==> src/rtl/fifo_ptr_ctrl_if.sv <==
// Handshake and pointer bus between the FIFO pointer controller and its
// neighbours: producer/consumer requests, comparator ready/valid, memory
// strobes and the wrap-tagged pointers.
interface fifo_ptr_ctrl_if #(
    parameter int ADDR_WIDTH = 4
);
    logic                  i_valid_s;    // producer write request
    logic                  i_ready_m;    // consumer read request
    logic                  i_ready_s;    // comparator: FIFO not full
    logic                  i_valid_m;    // comparator: FIFO not empty
    logic                  o_wr_en;      // memory write strobe
    logic                  o_rd_en;      // memory read strobe
    logic [ADDR_WIDTH:0]   o_wr_addr;    // wrap-tagged write pointer
    logic [ADDR_WIDTH:0]   o_rd_addr;    // wrap-tagged read pointer
    logic [ADDR_WIDTH-1:0] o_mem_waddr;  // memory write address
    logic [ADDR_WIDTH-1:0] o_mem_raddr;  // memory read address

    // Pointer controller side
    modport slave (
        input  i_valid_s, i_ready_m, i_ready_s, i_valid_m,
        output o_wr_en, o_rd_en, o_wr_addr, o_rd_addr, o_mem_waddr, o_mem_raddr
    );

    // Environment side (producer, consumer, comparator, memory)
    modport master (
        output i_valid_s, i_ready_m, i_ready_s, i_valid_m,
        input  o_wr_en, o_rd_en, o_wr_addr, o_rd_addr, o_mem_waddr, o_mem_raddr
    );
endinterface

==> src/rtl/fifo_ptr_ctrl.sv <==
// Write/read pointer controller for the synchronous FIFO. Qualifies producer
// writes and consumer reads against the comparator's ready/valid, owns the
// (ADDR_WIDTH+1)-bit wrap-tagged pointers and keeps sticky overflow/underflow
// flags for requests that arrive while full/empty.
`ifndef FIFO_DEPTH
`define FIFO_DEPTH 16
`endif

module fifo_ptr_ctrl #(
    parameter int FIFO_DEPTH = `FIFO_DEPTH
) (
    input  logic              clk,
    input  logic              rst_n,
    input  logic              i_flush,
    input  logic              i_err_clr,
    fifo_ptr_ctrl_if.slave    bus,
    output logic              o_overflow,
    output logic              o_underflow
);
    localparam int ADDR_WIDTH = $clog2(FIFO_DEPTH);
    localparam logic [ADDR_WIDTH:0] PTR_ONE = {{ADDR_WIDTH{1'b0}}, 1'b1};

    logic [ADDR_WIDTH:0] wr_ptr_q, wr_ptr_d;
    logic [ADDR_WIDTH:0] rd_ptr_q, rd_ptr_d;
    logic                overflow_q, overflow_d;
    logic                underflow_q, underflow_d;
    logic                wr_en, rd_en;
    logic                ovf_set, unf_set;

    // Handshake qualification; strobes are forced low while reset is held so
    // the memory sees no spurious access during an asynchronous reset.
    always_comb begin
        wr_en   = rst_n & bus.i_valid_s & bus.i_ready_s & ~i_flush;
        rd_en   = rst_n & bus.i_ready_m & bus.i_valid_m & ~i_flush;
        ovf_set = bus.i_valid_s & ~bus.i_ready_s & ~i_flush;
        unf_set = bus.i_ready_m & ~bus.i_valid_m & ~i_flush;
    end

    // Next-state pointers: flush clears both, otherwise each advances on its
    // own strobe; natural modulo-2^(ADDR_WIDTH+1) wrap toggles the tag bit.
    always_comb begin
        wr_ptr_d = wr_ptr_q;
        rd_ptr_d = rd_ptr_q;
        if (i_flush) begin
            wr_ptr_d = '0;
            rd_ptr_d = '0;
        end else begin
            if (wr_en) wr_ptr_d = wr_ptr_q + PTR_ONE;
            if (rd_en) rd_ptr_d = rd_ptr_q + PTR_ONE;
        end
    end

    // Next-state sticky errors: a set in this cycle beats a clear request.
    always_comb begin
        overflow_d  = overflow_q;
        underflow_d = underflow_q;
        if (ovf_set)        overflow_d = 1'b1;
        else if (i_err_clr) overflow_d = 1'b0;
        if (unf_set)        underflow_d = 1'b1;
        else if (i_err_clr) underflow_d = 1'b0;
    end

    // State registers with asynchronous clear.
    always_ff @(posedge clk or negedge rst_n) begin
        if (!rst_n) begin
            wr_ptr_q    <= '0;
            rd_ptr_q    <= '0;
            overflow_q  <= 1'b0;
            underflow_q <= 1'b0;
        end else begin
            wr_ptr_q    <= wr_ptr_d;
            rd_ptr_q    <= rd_ptr_d;
            overflow_q  <= overflow_d;
            underflow_q <= underflow_d;
        end
    end

    // Outputs: pointers straight from registers, so the comparator's
    // ready/valid never loop back combinationally into the strobes.
    assign bus.o_wr_en     = wr_en;
    assign bus.o_rd_en     = rd_en;
    assign bus.o_wr_addr   = wr_ptr_q;
    assign bus.o_rd_addr   = rd_ptr_q;
    assign bus.o_mem_waddr = wr_ptr_q[ADDR_WIDTH-1:0];
    assign bus.o_mem_raddr = rd_ptr_q[ADDR_WIDTH-1:0];
    assign o_overflow      = overflow_q;
    assign o_underflow     = underflow_q;
endmodule

==> src/flat_wrapper.sv <==
// flat-port wrapper written by rule: the top's interface ports become plain ports
module fifo_ptr_ctrl_flat 
#(
    parameter int FIFO_DEPTH = `FIFO_DEPTH
)
  (clk, rst_n, i_flush, i_err_clr, o_overflow, o_underflow, bus_i_valid_s, bus_i_ready_m, bus_i_ready_s, bus_i_valid_m, bus_o_wr_en, bus_o_rd_en, bus_o_wr_addr, bus_o_rd_addr, bus_o_mem_waddr, bus_o_mem_raddr);
  fifo_ptr_ctrl_if #(.ADDR_WIDTH(4)) bus_i ();
  input  logic clk;
  input  logic rst_n;
  input  logic i_flush;
  input  logic i_err_clr;
  output logic o_overflow;
  output logic o_underflow;
  input wire logic [$bits(bus_i.i_valid_s)-1:0] bus_i_valid_s;
  input wire logic [$bits(bus_i.i_ready_m)-1:0] bus_i_ready_m;
  input wire logic [$bits(bus_i.i_ready_s)-1:0] bus_i_ready_s;
  input wire logic [$bits(bus_i.i_valid_m)-1:0] bus_i_valid_m;
  output wire logic [$bits(bus_i.o_wr_en)-1:0] bus_o_wr_en;
  output wire logic [$bits(bus_i.o_rd_en)-1:0] bus_o_rd_en;
  output wire logic [$bits(bus_i.o_wr_addr)-1:0] bus_o_wr_addr;
  output wire logic [$bits(bus_i.o_rd_addr)-1:0] bus_o_rd_addr;
  output wire logic [$bits(bus_i.o_mem_waddr)-1:0] bus_o_mem_waddr;
  output wire logic [$bits(bus_i.o_mem_raddr)-1:0] bus_o_mem_raddr;
  assign bus_i.i_valid_s = bus_i_valid_s;
  assign bus_i.i_ready_m = bus_i_ready_m;
  assign bus_i.i_ready_s = bus_i_ready_s;
  assign bus_i.i_valid_m = bus_i_valid_m;
  assign bus_o_wr_en = bus_i.o_wr_en;
  assign bus_o_rd_en = bus_i.o_rd_en;
  assign bus_o_wr_addr = bus_i.o_wr_addr;
  assign bus_o_rd_addr = bus_i.o_rd_addr;
  assign bus_o_mem_waddr = bus_i.o_mem_waddr;
  assign bus_o_mem_raddr = bus_i.o_mem_raddr;
  fifo_ptr_ctrl #(.FIFO_DEPTH(FIFO_DEPTH)) u_core (.clk(clk), .rst_n(rst_n), .i_flush(i_flush), .i_err_clr(i_err_clr), .bus(bus_i), .o_overflow(o_overflow), .o_underflow(o_underflow));
endmodule
==> config.mk <==
export PLATFORM = sky130hd
export DESIGN_NAME = fifo_ptr_ctrl_flat
export DESIGN_NICKNAME = d
export VERILOG_FILES = /design/src/rtl/fifo_ptr_ctrl_if.sv /design/src/rtl/fifo_ptr_ctrl.sv /design/src/flat_wrapper.sv
export SDC_FILE = /design/constraint.sdc
export NUM_CORES = 1
export LEC_CHECK = 0
export ABC_AREA = 1
export BUFFER_PORTS_ARGS = -buffer_cell sky130_fd_sc_hd__clkbuf_2
export CAP_MARGIN = 20
export CELL_PAD_IN_SITES_DETAIL_PLACEMENT = 1
export CELL_PAD_IN_SITES_GLOBAL_PLACEMENT = 2
export CORE_ASPECT_RATIO = 1.4
export CORE_MARGIN = 2
export CORE_UTILIZATION = 25
export CTS_BUF_LIST = sky130_fd_sc_hd__clkbuf_4 sky130_fd_sc_hd__clkbuf_8 sky130_fd_sc_hd__clkbuf_16
export DETAILED_ROUTE_END_ITERATION = 16
export PLACE_DENSITY = 0.81
export SYNTH_ARGS = -nofsm -noshare
export SYNTH_HDL_FRONTEND = slang
export SYNTH_SLANG_ARGS = --single-unit
==> constraint.sdc <==
create_clock -name clk -period 1.2 [get_ports clk]
set_input_delay 0.06 -clock clk [delete_from_list [all_inputs] [get_ports clk]]
set_output_delay 0.06 -clock clk [all_outputs]
set_load 0.01 [all_outputs]
==> out/qor.txt, run 1 <==
status = complete, no violations
drt wl/cell = 12.0 microns
Worst VDD drop = 0.554 mV
first-pass GRT wire length = 3230 microns
number of max-cap violations = 0
Worst Path Arrival = 1.28 ns
Initial Util = 0.267
reg-to-reg endpoint = u_core.bus.o_wr_addr[4]
clk_skew = 0.00133 ns
drt total wl = 1810 microns
clock-pin slew on the worst setup and hold paths = 0.08 ns
Final Cycle Share = 0.925
register area share after synthesis = 0.421
crit-path max FO = 5
Area Overhead vs Synth = 31.9%
Longest Clk Path Bufs = 2
Synth cell types = 20
Final Instance Area = 941 sq um
RSZ-0062 raised after global routing = no
Netlist Area Pre-Place = 713 sq um
worst-margin pin slew = 0.290 ns
met1 GRT Util = 0.140
Critical Path Max Stage Delay = 0.42 ns
vias in the first global route = 716
CP endpoint = u_core.bus.o_wr_addr[4]
syn_nets = 93
Final ANT Viol Nets = 0
largest net degree at the start of global routing = 15
initial antenna violation count = 0
GRT busiest layer = met2
maximum operating frequency = 0.901 GHz
r2r setup slk = 0.09 ns
Post-Syn Area per Cell = 8.59 sq um
Num CTS Buffers = 3
CTS Sinks = 12
met2 GRT Util = 0.236
Critical Path RT = 1.37 ns
# DRC = 0
mux share of post-synthesis cell area = 0
Synth Area in Adders = 0.0351
Synth Warn # = 0
Ports = 30
# rows = 22
die width = 49.1 microns
Final min period = 1.11 ns
XOR/XNOR share of the synthesized area = 0.0123
critical path endpoint category = flip-flop
core area = 2670 sq um
post-route worst setup slack = 0.0896 ns
final-report max-slew violation count = 0
worst hold slack = 0.0344 ns
CTS root buf = clkbuf_4
Compound-Gate Fraction of Synth Area = 0.0895
initial detailed-routing violation count = 4
leakage = 0.487 nW
setup fix buffers added after clock tree synthesis = 0
met3 usage = 0.0243
Placed Area = 862 sq um
DR vias = 666
Setup crit start kind = flip-flop
power per cell area = 929 nW/um^2
worst path bufs/invs = 0
# setup viols final = 0
Synth Instances = 83
min-delay worst type = input port to flip-flop
Worst Setup SP = u_core.bus.o_wr_addr[1]
DRT Pass-1 Iters = 3
cell family with most CP delay = flip-flops
die area = 3300 sq um
relative slew slack = 0.806
Clk Latency, worst-skew pair = 0.28 ns
routed vias/inst = 4.41
main combinational cell family by area after synthesis = simple AND/OR/NAND/NOR gates
ANT cells = 0
final hold violation count = 0
TritonCTS clock tree = built
WS Path Type = flip-flop to flip-flop
Overflow after GRT = 0
critical path depth = 6
layout cell share with drive strength beyond 1 = 0.452
Synth Area in Simple Gates = 0.279
final setup TNS = 0 ns
Reg2Reg Depth = 6
port bufs = 29
Total GRT Usage = 0.128
slowest CP cell = dfrtp_1
Post-Place Worst Slack = 0.0796 ns
FF+latch count, synth = 12
HPWL Detailed = 1360 microns
Placer Congestion = 0.651
most used cell, CP = nand2_1
Chip Height = 67.2 microns
crit path cell chain = ha_1, nand2_1, nor2_4, nand3_1, nand2_1, nor2_1
fin nets = 126
H-tree depth = 1
reg2reg start = u_core.bus.o_wr_addr[1]
[logic make-up after synthesis]
| group | Yosys count |
|---|---|
| xor+xnor | 1 |
| fa+ha+maj | 2 |
| buf+inv | 19 |
| simple gates | 39 |
| compound gates | 10 |
| flops | 12 |
[cells in the final DEF, fill, tap and decap left out, drive strengths merged]
cell type    count
clkinv           3
o21ai            3
dlygate4sd3      4
xnor2            1
nand2           17
inv              7
nand3           12
clkbuf          33
ha               2
nor2            10
buf              4
dfrtp           12
o22ai            2
a21oi            5
[worst min path at each step]
stage	from	end	slack, ns	cells after the start
3_3_place_gp	rst_n	u_core.o_underflow	-0.11	1
4_1_cts	bus_i_valid_s	u_core.o_overflow	0.03	3
3_5_place_dp	rst_n	u_core.o_underflow	-0.11	1
2_1_floorplan	rst_n	u_core.bus.o_rd_addr[0]	-0.24	0
5_1_grt	bus_i_valid_s	u_core.o_overflow	0.04	3
6_report	bus_i_valid_s	u_core.o_overflow	0.03	3
[cell type report]
class                           count  area [sq um]
Clock buffer                        4          36.3
Fill cell                         342          1730
Inverter                           10          45.0
Multi-Input combinational cell     52           299
Sequential cell                    12           300
Tap cell                           36          45.0
Timing Repair Buffer               37           215
[metrics by stage]
| step | instances | utilization | total power, W |
|---|---|---|---|
| 4_1_cts | 151 | 0.351 | 0.000886 |
| 2_1_floorplan | 83 | - | 0.000487 |
| 5_1_grt | 151 | 0.352 | 0.000924 |
| 3_3_place_gp | 143 | 0.323 | 0.000535 |
| 3_5_place_dp | 143 | 0.323 | 0.000539 |
| 6_report | 151 | 0.352 | 0.000874 |
[report_power, final]
part | switching, W | total [W] | internal (W)
Sequential | 0.00000574 | 0.000419 | 0.000414
Clock | 0.000150 | 0.000334 | 0.000185
Combinational | 0.0000712 | 0.000120 | 0.0000491
Total | 0.000227 | 0.000874 | 0.000647
[tightest hold or removal path, delay by kind of cell]
family,cells,cell delay [ns]
compound gates,1,0.06
buf+inv,1,0.10
simple gates,1,0.06
[flip-flops by register name, indices dropped and copies added, names as in the netlist]
signal and flops:
u_core.bus.o_rd_addr 5, u_core.o_underflow 1, u_core.bus.o_wr_addr 5, u_core.o_overflow 1
[cell usage after synthesis]
| library cell | count | area [sq um] |
|---|---|---|
| nand3_1 | 10 | 50.1 |
| buf_4 | 8 | 60.1 |
| inv_2 | 1 | 3.75 |
| clkinv_2 | 2 | 10.0 |
| clkinv_4 | 1 | 8.76 |
| nand3_2 | 2 | 20.0 |
| nor2_4 | 2 | 22.5 |
| nor2_2 | 1 | 6.26 |
| o21ai_2 | 3 | 26.3 |
| o22ai_1 | 2 | 12.5 |
| nand2_2 | 1 | 6.26 |
| a21oi_1 | 5 | 25.0 |
| dfrtp_1 | 12 | 300 |
| buf_6 | 1 | 11.3 |
| ha_1 | 2 | 25.0 |
| xnor2_1 | 1 | 8.76 |
| inv_1 | 6 | 22.5 |
| nor2_1 | 7 | 26.3 |
| nand2_1 | 15 | 56.3 |
| nand2_4 | 1 | 11.3 |
[routing by layer]
metal	vias up	part of all wire
li1	324	-
met1	312	0.41
met2	25	0.51
met3	5	0.059
met4	0	0.024
met5	-	0
[what timing repair did]
action	4_1_cts	5_1_grt
endpoints found under the hold margin	14	0
hold buffers	4	0
gates resized for setup	0	1
endpoints found under the setup margin	0	1
(Power assumes the default switching activity.)
==> run 2, diff against run 1 <==
==> constraint.sdc (replaced) <==
create_clock -name clk -period 1.2 [get_ports clk]
set_input_delay 0.18 -clock clk [delete_from_list [all_inputs] [get_ports clk]]
set_output_delay 0.18 -clock clk [all_outputs]
set_load 0.01 [all_outputs]
==> run 2 against run 1 <==
Global-route usage is 0.63 points lower; total power is 9.7% lower; clock power is 24% lower; flip-flop and latch count stayed put; sequential power hardly changed; hold slack better by 0.070 ns; non-clock buffer count is 1 lower; sequential share of layout area is 1.1 points higher; maximum frequency is 1.0% lower; combinational power is 3% lower; highest routed layer unchanged.
==> out/qor.txt, run 2 (same netlist as run 1, synthesis figures left out) <==
worst-margin pin slew = 0.212 ns (-0.0783 ns)
Reg2Reg Depth = 5 (-1)
Overflow after GRT = 0 (unchanged)
Final ANT Viol Nets = 0 (unchanged)
port bufs = 29 (unchanged)
Initial Util = 0.267 (unchanged)
number of max-cap violations = 0 (unchanged)
worst hold slack = 0.105 ns (+0.0703 ns)
Total GRT Usage = 0.122 (-0.00634)
die area = 3300 sq um (unchanged)
CTS Sinks = 12 (unchanged)
RSZ-0062 raised after global routing = no
Inst Count DP = 145 (+1.4%)
maximum operating frequency = 0.892 GHz (-1.0%)
first-pass GRT wire length = 3090 microns (-4.3%)
Area Overhead vs Synth = 28.2%
met1 wire length = 695 microns (-6.2%)
drt wl/cell = 11.1 microns (-7.2%)
initial antenna violation count = 0 (unchanged)
clk_skew = 0.00286 ns (+0.00153 ns)
layout cell share with drive strength beyond 1 = 0.478 (+0.0257)
Worst Path Arrival = 0.94 ns (-0.34 ns)
Finished Layout Cells = 149 (-1.3%)
relative slew slack = 0.859 (+0.0525)
HPWL Detailed = 1350 microns (-0.53%)
fin nets = 125 (-0.79%)
status = complete, no violations
Clk Latency, worst-skew pair = 0.28 ns (about the same)
ANT cells = 0 (unchanged)
final hold violation count = 0 (unchanged)
Final min period = 1.12 ns (+0.0113 ns)
largest net degree at the start of global routing = 10 (-5)
crit-path max FO = 5 (unchanged)
min-delay worst type = input port to flip-flop
DR vias = 651 (-2.3%)
Chip Height = 67.2 microns (unchanged)
final-report max-slew violation count = 0 (unchanged)
# DRC = 0 (unchanged)
Hold Crit Depth = 2 (-1)
die width = 49.1 microns (unchanged)
Num CTS Buffers = 3 (unchanged)
Worst VDD drop = 0.510 mV (-7.9%)
# setup viols final = 0 (unchanged)
clock-pin slew on the worst setup and hold paths = 0.07 ns (about the same)
WS Path Type = flip-flop to output port
commonest non-fill, non-tap cells in the layout = clkbuf_2 (29), nand2_1 (15), dfrtp_1 (11)
setup fix buffers added after clock tree synthesis = 0 (unchanged)
Longest Clk Path Bufs = 2 (unchanged)
power per cell area = 863 nW/um^2 (-7.1%)
leading cell type in the layout, fill and taps excluded = clkbuf_2
H-tree depth = 1 (unchanged)
met2 routed WL = 819 microns (-11%)
critical path endpoint category = output port
initial detailed-routing violation count = 4 (unchanged)
routed vias/inst = 4.37 (-0.94%)
final setup TNS = 0 ns (unchanged)
Placer Congestion = 0.658 (+1.1%)
core area = 2670 sq um (unchanged)
Final Cycle Share = 0.935 (+0.00940)
TritonCTS clock tree = built
vias in the first global route = 691 (-3.5%)
Ports = 30 (unchanged)
Top Layer Used = met4
DRT Pass-1 Iters = 3 (unchanged)
# rows = 22 (unchanged)
drt total wl = 1660 microns (-8.4%)
metal3 WL = 93 microns (-12%)
leakage = 0.479 nW (-1.7%)
Setup crit start kind = flip-flop
Critical Path RT = 1.02 ns (-0.35 ns)
CTS root buf = clkbuf_4
run 2: changes by cell type in the layout (fill, tap and decap cells not counted):
cell	before	now
buf_4	4	6
dlygate4sd3_1	4	1
dfrtp_1	12	11
ha_1	1	2
a21oi_2	0	1
ha_2	1	0
dfrtp_2	0	1
a21oi_1	5	4
clkbuf_8	1	0
run 2: timing repair:
item                                    in CTS  in global routing
endpoints found under the setup margin       0                  1
hold buffers                                 1                  0
resized for setup                            0                  2
hold endpoints to repair                    12                  0
run 2: routing by layer:
metal,GRT usage,vias to the layer above
li1,-,322
met1,0.136,301
met2,0.220,23
met3,0.0177,5
met4,0.0750,0
met5,0,-
run 2: final cells by class:
class	instances	area, sq um
timing repair buffer	36	200
multi-input combinational	52	300
fill	339	1760
sequential	12	302
clock buffer	3	22.5
tap	36	45.0
inverter	10	45.0
run 2: path summary, 6_finish.rpt:
kind	start	endpoint	slack, ns
min	i_err_clr	u_core.o_overflow	0.10
max	u_core.bus.o_wr_addr[0]	bus_o_wr_addr[0]	0.08
min reg2reg	u_core.o_overflow	u_core.o_overflow	0.54
max in group asynchronous	rst_n	u_core.bus.o_wr_addr[1]	0.59
min in group asynchronous	rst_n	u_core.o_overflow	0.44
max reg2reg	u_core.bus.o_wr_addr[1]	u_core.bus.o_wr_addr[4]	0.11
run 2: stage by stage:
stage | instance area, sq um | utilization | setup WS (ns) | power, W
after floorplan | 713 | - | 0.0775 | 0.000487
after global placement | 877 | 0.328 | 0.136 | 0.000540
after detailed placement | 877 | 0.328 | 0.0811 | 0.000543
after CTS | 910 | 0.341 | 0.0641 | 0.000797
after global routing | 915 | 0.343 | 0.00945 | 0.000835
final | 915 | 0.343 | 0.0783 | 0.000790
run 2: critical path, cell delays in order, from the launching register on:
cell	delay, ns
dfrtp_1	0.39
buf_4	0.16
clkbuf_2	0.12
run 2: power by group:
group          internal, W  switching [W]
logic            0.0000470      0.0000686
registers         0.000414     0.00000561
clock network     0.000116       0.000138
==> run 3, diff against run 2 <==
Settings changed: BUFFER_PORTS_ARGS -buffer_cell sky130_fd_sc_hd__clkbuf_2 to not set, CORE_UTILIZATION 25 to 32, DONT_BUFFER_PORTS set to 1, MAX_ROUTING_LAYER set to met4, PLACE_DENSITY 0.81 to 0.78.
==> run 3 against run 2 <==
Sequential share of layout area rose by 5.2 points; clock power fell by 5%; utilization rose by 2.4 points; global-route usage rose by 3.4 points; worst setup slack improved by 0.037 ns; routed wire length fell by 6.3%.
==> out/qor.txt, run 3 (same netlist as run 1, synthesis figures left out) <==
status = complete, no violations
min-delay worst type = input port to flip-flop
power per cell area = 945 nW/um^2 (+9.4%)
Ports = 30 (unchanged)
relative slew slack = 0.622 (-0.237)
WS Path Type = flip-flop to output port
Critical Path Max Stage Delay = 0.47 ns (+0.08 ns)
leakage = 0.369 nW (-23%)
DR vias = 560 (-14%)
layout cell share with drive strength beyond 1 = 0.295 (-0.182)
clock-pin slew on the worst setup and hold paths = 0.07 ns (about the same)
worst-margin pin slew = 0.566 ns (+0.354 ns)
DRT Pass-1 Iters = 4 (+1)
HPWL Detailed = 1150 microns (-15%)
cell family with most CP delay = flip-flops
Critical Path RT = 1.02 ns (about the same)
# DRC = 0 (unchanged)
die width = 43.9 microns (-11%)
drt wl/cell = 14.1 microns (+27%)
crit-path max FO = 6 (+1)
ANT cells = 0 (unchanged)
vias in the first global route = 671 (-2.9%)
routed vias/inst = 5.09 (+17%)
Area Overhead vs Synth = 10.7%
r2r setup slk = 0.12 ns (about the same)
initial detailed-routing violation count = 4 (unchanged)
drt total wl = 1550 microns (-6.3%)
# rows = 20 (-9.1%)
worst path bufs/invs = 1 (-1)
Post-Place Worst Slack = 0.103 ns (+0.0218 ns)
post-route worst setup slack = 0.116 ns (+0.0374 ns)
fin nets = 100 (-20%)
H-tree depth = 1 (unchanged)
Setup crit start kind = flip-flop
Final ANT Viol Nets = 0 (unchanged)
CTS Sinks = 12 (unchanged)
first-pass GRT wire length = 2860 microns (-7.4%)
die area = 2630 sq um (-20%)
Worst VDD drop = 0.432 mV (-15%)
clk_skew = 0.00122 ns (-0.00164 ns)
TritonCTS clock tree = built
maximum operating frequency = 0.922 GHz (+3.5%)
Num CTS Buffers = 3 (unchanged)
Worst Path Arrival = 0.90 ns (-0.04 ns)
Longest Clk Path Bufs = 2 (unchanged)
fillers = 274 (-19%)
RSZ-0062 raised after global routing = no
commonest non-fill, non-tap cells in the layout = nand2_1 (15), dfrtp_1 (11), nand3_1 (10)
Final Cycle Share = 0.904 (-0.0312)
Total GRT Usage = 0.156 (+0.0343)
core area = 2150 sq um (-19%)
slowest CP cell = dfrtp_2
Chip Height = 59.9 microns (-11%)
port bufs = 0 (-100%)
final setup TNS = 0 ns (unchanged)
Overflow after GRT = 0 (unchanged)
# setup viols final = 0 (unchanged)
Placer Congestion = 0.727 (+10%)
CTS root buf = clkbuf_4
final hold violation count = 0 (unchanged)
crit path cell chain = buf_4
leading cell type in the layout, fill and taps excluded = nand2_1
critical path endpoint category = output port
final-report max-slew violation count = 0 (unchanged)
Clk Latency, worst-skew pair = 0.26 ns (-0.02 ns)
number of max-cap violations = 0 (unchanged)
Final min period = 1.08 ns (-0.0374 ns)
Initial Util = 0.331 (+0.0643)
initial antenna violation count = 0 (unchanged)
Power Total = 0.000746 W (-5.5%)
largest net degree at the start of global routing = 15 (+5)
worst hold slack = 0.0220 ns (-0.0827 ns)
==> run 3: cell count changes in the layout (fill, tap and decap cells not counted), sizes merged <==
cell,delta
clkbuf,-29
buf,+1
dlygate4sd3,+3
==> run 3: through the flow <==
step / std cells / cell area [sq um] / utilization
2_1_floorplan: 83 / 713 / -
3_3_place_gp: 103 / 722 / 0.335
3_5_place_dp: 103 / 722 / 0.335
4_1_cts: 110 / 785 / 0.365
5_1_grt: 110 / 790 / 0.367
6_report: 110 / 790 / 0.367
==> run 3: what timing repair did <==
item,CTS,global route
setup endpoints to repair,0,2
resized for setup,0,2
hold buffers,4,0
setup buffers,0,0
hold endpoints to repair,14,0
==> run 3: power by group <==
group | internal, W | switching [W] | leakage (nW)
clock | 0.000116 | 0.000125 | 0.0138
combinational | 0.0000294 | 0.0000531 | 0.192
sequential | 0.000414 | 0.00000862 | 0.163
total | 0.000559 | 0.000187 | 0.369
==> run 3: metal layers <==
metal	track usage	vias up	wire length (microns)
li1	-	268	-
met1	0.155	271	595
met2	0.271	19	847
met3	0.0363	2	86
met4	0.0952	0	23
met5	-	-	0
==> run 3: cell type report <==
class                           instances  area [sq um]  area share
Clock buffer                            3          22.5      0.0285
Inverter                               10          45.0      0.0571
Multi-Input combinational cell         52           300       0.380
Sequential cell                        12           302       0.382
Tap cell                               22          27.5      0.0349
Timing Repair Buffer                   11          92.6       0.117
==> run 3: final timing paths <==
kind	from	endpoint	depth (start not counted)
hold / removal	i_err_clr	u_core.o_overflow	1
min in group asynchronous	rst_n	u_core.bus.o_rd_addr[1]	1
max in group asynchronous	rst_n	u_core.bus.o_wr_addr[2]	1
setup reg to reg	u_core.bus.o_wr_addr[0]	u_core.bus.o_wr_addr[4]	5
setup / recovery	u_core.bus.o_wr_addr[2]	bus_o_wr_addr[2]	1
hold reg to reg	u_core.bus.o_rd_addr[3]	u_core.bus.o_rd_addr[3]	2
